**src/rtl/ref_cmp_engine.sv**
```systemverilog
// rtl/ref_cmp_engine.sv - reference/compare popcount engine for fingerprint similarity
//
// Stores the first REF_VEC_NO vectors of a set as references.
// Pairs every later (compare) vector with each stored reference in turn.
// For each pair it emits popcount(cmp & ref), popcount(cmp), popcount(ref) and both IDs.
//
// Ports:
//   clk       rising-edge clock
//   rstn      synchronous active-low reset
//   i_Vector  input fingerprint vector
//   i_VecID   ID of i_Vector
//   i_Valid   input qualifier
//   i_Last    final vector of the set
//   o_Ready   input accepted this cycle when i_Valid is high
//   o_CmpID   compare vector ID
//   o_RefID   reference vector ID
//   o_AndCnt  popcount(cmp & ref)
//   o_CmpCnt  popcount(cmp)
//   o_RefCnt  popcount(ref)
//   o_Valid   output tuple valid
//   o_Last    final tuple of the set
module ref_cmp_engine #(
  parameter int VECTOR_WIDTH = 128,
  parameter int VEC_ID_WIDTH = 8,
  parameter int REF_VEC_NO   = 8,
  parameter int CNT_WIDTH    = 8
) (
  input  logic                    clk,
  input  logic                    rstn,
  input  logic [VECTOR_WIDTH-1:0] i_Vector,
  input  logic [VEC_ID_WIDTH-1:0] i_VecID,
  input  logic                    i_Valid,
  input  logic                    i_Last,
  output logic                    o_Ready,
  output logic [VEC_ID_WIDTH-1:0] o_CmpID,
  output logic [VEC_ID_WIDTH-1:0] o_RefID,
  output logic [CNT_WIDTH-1:0]    o_AndCnt,
  output logic [CNT_WIDTH-1:0]    o_CmpCnt,
  output logic [CNT_WIDTH-1:0]    o_RefCnt,
  output logic                    o_Valid,
  output logic                    o_Last
);

  localparam int IDX_W = $clog2(REF_VEC_NO);
  localparam logic [IDX_W-1:0] LAST_IDX = IDX_W'(REF_VEC_NO - 1);

  localparam logic [1:0] ST_LOAD     = 2'd0;
  localparam logic [1:0] ST_WAIT_CMP = 2'd1;
  localparam logic [1:0] ST_COMPARE  = 2'd2;

  function automatic logic [CNT_WIDTH-1:0] popcount(input logic [VECTOR_WIDTH-1:0] v);
    logic [CNT_WIDTH-1:0] c;
    c = '0;
    for (int i = 0; i < VECTOR_WIDTH; i++) begin
      c = c + CNT_WIDTH'(v[i]);
    end
    return c;
  endfunction

  logic [1:0]       state;
  logic [IDX_W-1:0] ref_wr;
  logic [IDX_W-1:0] idx;

  // Reference store; contents are only meaningful once a full set is loaded.
  logic [VECTOR_WIDTH-1:0] ref_vec [REF_VEC_NO];
  logic [VEC_ID_WIDTH-1:0] ref_id  [REF_VEC_NO];
  logic [CNT_WIDTH-1:0]    ref_cnt [REF_VEC_NO];

  logic [VECTOR_WIDTH-1:0] cmp_vec;
  logic [VEC_ID_WIDTH-1:0] cmp_id;
  logic [CNT_WIDTH-1:0]    cmp_cnt;
  logic                    cmp_last;

  logic [CNT_WIDTH-1:0] in_cnt;
  logic                 xfer;
  logic                 at_last;
  logic                 issue;
  logic                 cmp_load;

  assign in_cnt   = popcount(i_Vector);
  assign at_last  = (idx == LAST_IDX);
  assign issue    = (state == ST_COMPARE);
  assign xfer     = i_Valid && o_Ready;
  // A compare vector is latched from WAIT_CMP or from the final COMPARE cycle.
  assign cmp_load = xfer && (state != ST_LOAD);

  // Ready opens on the last compare cycle so the next vector can follow
  // without a bubble, except when this compare closes the set.
  always_comb begin
    o_Ready = 1'b0;
    case (state)
      ST_LOAD:     o_Ready = 1'b1;
      ST_WAIT_CMP: o_Ready = 1'b1;
      ST_COMPARE:  o_Ready = at_last && !cmp_last;
      default:     o_Ready = 1'b0;
    endcase
  end

  always_ff @(posedge clk) begin
    if (!rstn) begin
      state  <= ST_LOAD;
      ref_wr <= '0;
      idx    <= '0;
    end else begin
      case (state)
        ST_LOAD: begin
          if (xfer) begin
            if (i_Last) begin
              // Set ended before the references were complete: discard it.
              ref_wr <= '0;
            end else if (ref_wr == LAST_IDX) begin
              ref_wr <= '0;
              state  <= ST_WAIT_CMP;
            end else begin
              ref_wr <= ref_wr + IDX_W'(1);
            end
          end
        end
        ST_WAIT_CMP: begin
          if (xfer) begin
            idx   <= '0;
            state <= ST_COMPARE;
          end
        end
        ST_COMPARE: begin
          if (at_last) begin
            if (cmp_last) begin
              ref_wr <= '0;
              state  <= ST_LOAD;
            end else if (xfer) begin
              idx <= '0;
            end else begin
              state <= ST_WAIT_CMP;
            end
          end else begin
            idx <= idx + IDX_W'(1);
          end
        end
        default: begin
          state  <= ST_LOAD;
          ref_wr <= '0;
          idx    <= '0;
        end
      endcase
    end
  end

  always_ff @(posedge clk) begin
    if (xfer && (state == ST_LOAD)) begin
      ref_vec[ref_wr] <= i_Vector;
      ref_id[ref_wr]  <= i_VecID;
      ref_cnt[ref_wr] <= in_cnt;
    end
    if (cmp_load) begin
      cmp_vec  <= i_Vector;
      cmp_id   <= i_VecID;
      cmp_cnt  <= in_cnt;
      cmp_last <= i_Last;
    end
  end

  // Stage 1: AND of the issued pair plus its side-band fields.
  logic                    s1_valid;
  logic                    s1_last;
  logic [VECTOR_WIDTH-1:0] s1_and;
  logic [VEC_ID_WIDTH-1:0] s1_cmp_id;
  logic [VEC_ID_WIDTH-1:0] s1_ref_id;
  logic [CNT_WIDTH-1:0]    s1_cmp_cnt;
  logic [CNT_WIDTH-1:0]    s1_ref_cnt;

  always_ff @(posedge clk) begin
    if (!rstn) begin
      s1_valid   <= 1'b0;
      s1_last    <= 1'b0;
      s1_and     <= '0;
      s1_cmp_id  <= '0;
      s1_ref_id  <= '0;
      s1_cmp_cnt <= '0;
      s1_ref_cnt <= '0;
    end else begin
      s1_valid <= issue;
      if (issue) begin
        s1_and     <= cmp_vec & ref_vec[idx];
        s1_cmp_id  <= cmp_id;
        s1_ref_id  <= ref_id[idx];
        s1_cmp_cnt <= cmp_cnt;
        s1_ref_cnt <= ref_cnt[idx];
        s1_last    <= cmp_last && at_last;
      end
    end
  end

  // Stage 2: popcount of the AND; data holds when no tuple arrives.
  always_ff @(posedge clk) begin
    if (!rstn) begin
      o_Valid  <= 1'b0;
      o_Last   <= 1'b0;
      o_CmpID  <= '0;
      o_RefID  <= '0;
      o_AndCnt <= '0;
      o_CmpCnt <= '0;
      o_RefCnt <= '0;
    end else begin
      o_Valid <= s1_valid;
      o_Last  <= s1_valid && s1_last;
      if (s1_valid) begin
        o_CmpID  <= s1_cmp_id;
        o_RefID  <= s1_ref_id;
        o_AndCnt <= popcount(s1_and);
        o_CmpCnt <= s1_cmp_cnt;
        o_RefCnt <= s1_ref_cnt;
      end
    end
  end

endmodule

```
**config.mk**
```make
export PLATFORM = sky130hd
export DESIGN_NAME = ref_cmp_engine
export DESIGN_NICKNAME = d
export VERILOG_FILES = /design/src/rtl/ref_cmp_engine.sv
export SDC_FILE = /design/constraint.sdc
export NUM_CORES = 2
export LEC_CHECK = 0
export ABC_CLOCK_PERIOD_IN_PS = 13250
export CORE_UTILIZATION = 45
export CTS_CLUSTER_SIZE = 28
export DETAILED_ROUTE_END_ITERATION = 8
export GPL_ROUTABILITY_DRIVEN = 0
export PLACE_DENSITY = 0.6
export SYNTH_ARGS = -nofsm -noshare
export SYNTH_HDL_FRONTEND = slang
export SYNTH_SLANG_ARGS = --single-unit
```
**constraint.sdc**
```tcl
create_clock -name clk -period 13.25 [get_ports clk]
set_input_delay 2.65 -clock clk [delete_from_list [all_inputs] [get_ports clk]]
set_output_delay 2.65 -clock clk [all_outputs]
set_load 0.02 [all_outputs]
```
==> flow_summary.ini <==
[cts]
cts_resized = 0
cts_sinks = 1512
root_buffer = clkbuf_16
clkLatencyLatePin_ns = 0.77
cts_setup_buffers = 0
htree_levels = 4
clk_pin_slew_worst_paths_ns = 0.06
ctsHoldBuffers = 0
cts_tree = built
clock_path_buffers = 3
cts_inserted_buffers = 160

[yosys]
async_flop_share = 0
synth_fa_ha_area_frac = 0.0849
yosys.area_share.simple = 0.0450
ys_seq_area_frac = 0.689
syn_area_um2 = 62800
synth_area_leaders = edfxtp_1, fa_1, dfxtp_1
syn_inst = 3813
synth_nets = 4241
synth_top_area_frac = 0.620
synthDistinctLibCells = 65
synth_top_family_by_area = multiplexers
synth_xor_xnor_area_share = 0.000697
synth-seq-cells = 1512
synth_edf_count = 1297
synth_compound_area_frac = 0.0445
synth_top_area_cell = edfxtp_1
yosys_warnings = 0
ys.flop_type = edfxtp_1
yosys-mux-area-fraction = 0.0987
syn_area_per_cell_um2 = 16.5

[timing]
hold_viol_final = 0
setup_viol_count_final = 0
final_max_slew_viol_count = 0
max_freq_mhz = 99.9
setup_ws_ns = 3.24
post-route-period-util = 0.756
skew_ns = 0.0222
hold_ws_ns = 0.444
slew_headroom = 0.227
tightest_slew_ns = 1.16
min_period_ns = 10.01
rsz0062_at_grt = false
tns_ns = 0

[layout]
final_area_um2 = 71700
fin_cells = 6034
fillers = 11300
seqCellArea_um2 = 43300
drive_above_1_share = 0.132
layout_common_cells = edfxtp_1, inv_1, mux2i_1
nNetsFinal = 4452
area_growth_pct = 14.1
multi_input_area_um2 = 17300
layout.cells.most_common = edfxtp_1

[grt]
antenna_found_initial = 36
grt_start_max_net_pins = 115
grt_usage = 0.221
grt_overflow = 0
grt_pass1_vias = 33100
grt_pass1_wl_um = 227000

[placed_design]
placed_cell_area_um2 = 66500
place_ws_ns = 2.48
placed_cells = 5725
place_hpwl_um = 89600
portBuffers = 182

[die]
core-area_um2 = 138000
start_util = 0.455
die_h_um = 376
die-area_um2 = 141000
io_pins = 183
fp-row-count = 136
die_w_um = 376

[setup_path]
slowest_delay_ns = 0.71
path_max_fanout = 10
slowest_stage = a21boi_0
required_ns = 13.70
setup.worst_path.end_class = flip-flop
path_cells = clkdlybuf4s50_1 -> inv_1 -> fa_1 -> inv_1 -> fa_1 -> inv_1 -> fa_1 -> inv_1 -> fa_1 -> inv_1 -> fa_1 -> fa_1 -> inv_1 -> fa_1 -> fa_1 -> inv_1 -> fa_1 -> inv_1 -> fa_1 -> ha_1 -> a211oi_1 -> nor2_1 -> o31ai_1 -> a21boi_0
crit_family = adder cells
crit_buf_inv = 9
arrival_ns = 10.46
cp_common_cell = fa_1
critPathLaunchType = primary input
critPathKind = primary input to flip-flop

[pwr]
leakage_nw = 23.8
power.density_nw_per_um2 = 250
peakVddDrop_v = 0.00112

[drt]
drc_errors = 0
viasPerCell = 5.45
first_pass_iters = 5
wl_um = 155000
ant_nets = 0
wire_per_inst_um = 25.7
num_vias = 32900
drt_iter0_drc = 2599

[flow_run]
cap_violations = 0

[hold_path]
hp-class = flip-flop to flip-flop

[run_status]
status = finished, final reports clean
[flip-flops by register name, indices dropped and copies added (netlist names), 2 cells and up, named ones only]
register	count
o_RefID	8
o_CmpID	8
s1_cmp_cnt	8
ref_id	64
s1_cmp_id	8
o_AndCnt	8
o_CmpCnt	8
cmp_cnt	8
ref_vec	1024
s1_ref_id	8
s1_and	128
cmp_id	8
idx	3
o_RefCnt	8
cmp_vec	128
state	2
s1_ref_cnt	8
ref_wr	3
ref_cnt	64
[synthesized netlist by cell type (2+ instances only)]
library cell	count
edfxtp_1	1297
inv_1	346
mux2i_1	277
fa_1	230
dfxtp_1	215
nor2_1	214
nand2_1	144
mux4_2	112
a21oi_1	106
nand3_1	92
o2111ai_1	82
o21ai_1	82
mux2_2	80
o21ai_0	67
buf_2	62
clkbuf_1	60
ha_1	58
a32o_1	48
and2_1	48
nor3_2	47
buf_4	25
buf_6	22
o22ai_1	16
buf_1	12
nand2b_1	10
nor3_1	5
a31oi_1	3
clkbuf_4	3
nand4_1	3
nor2b_1	3
xnor2_1	3
a211oi_1	2
a21o_1	2
a311oi_1	2
o211ai_1	2
o21a_1	2
o311ai_0	2
xor2_1	2
[metal layers]
| metal | track usage | part of all wire |
|---|---|---|
| met2 | 0.349 | 0.47 |
| met3 | 0.0475 | 0.062 |
| met4 | 0.0617 | 0.022 |
| met5 | 0 | 0.0016 |
| met1 | 0.310 | 0.44 |
[worst min-delay path, delay by kind of cell, from the launching register on]
family	cells	cell delay [ns]
DFF	1	0.30
and+or+nand+nor	1	0.05
AOI/OAI and AO/OA	1	0.05
[through the flow]
| stage | util | power (W) |
|---|---|---|
| 6_report | 0.519 | 0.0179 |
| 3_5_place_dp | 0.482 | 0.0136 |
| 3_3_place_gp | 0.482 | 0.0136 |
| 4_1_cts | 0.519 | 0.0180 |
| 2_1_floorplan | - | 0.0127 |
| 5_1_grt | 0.519 | 0.0186 |
[layout make-up]
type	count	share of cell area
flip-flops and latches	1512	0.604
multi-input cells	1768	0.241
clock buffers	222	0.0624
well taps	1863	0.0325
repair buffers	234	0.0317
inverters	348	0.0182
clock inverters	80	0.0100
diodes	7	0.000244
[kinds of logic (layout without fill, tap and decap cells)]
group | count (synthesis) | after routing
compound gates | 426 | 426
xor+xnor | 5 | 5
fa+ha+maj | 288 | 288
buf+inv | 533 | 884
flops | 1512 | 1512
mux | 469 | 469
other cells | 0 | 7
simple gates | 580 | 580
[report_power, final]
group | internal (W) | total (W) | leakage (nW) | switching [W]
Clock | 0.00256 | 0.00439 | 2.54 | 0.00183
Combinational | 0.00256 | 0.00697 | 7.75 | 0.00440
Sequential | 0.00656 | 0.00658 | 13.5 | 0.0000173
[final timing paths]
kind	from	to	slack, ns	cells after the start
max reg2reg	s1_and[59]	o_AndCnt[6]	5.84	25
min reg2reg	s1_and[39]	s1_and[39]	0.44	2
min	s1_and[39]	s1_and[39]	0.44	2
max	i_Vector[37]	ref_cnt[1][5]	3.24	24
No activity file was read; power rests on OpenSTA's default activity.
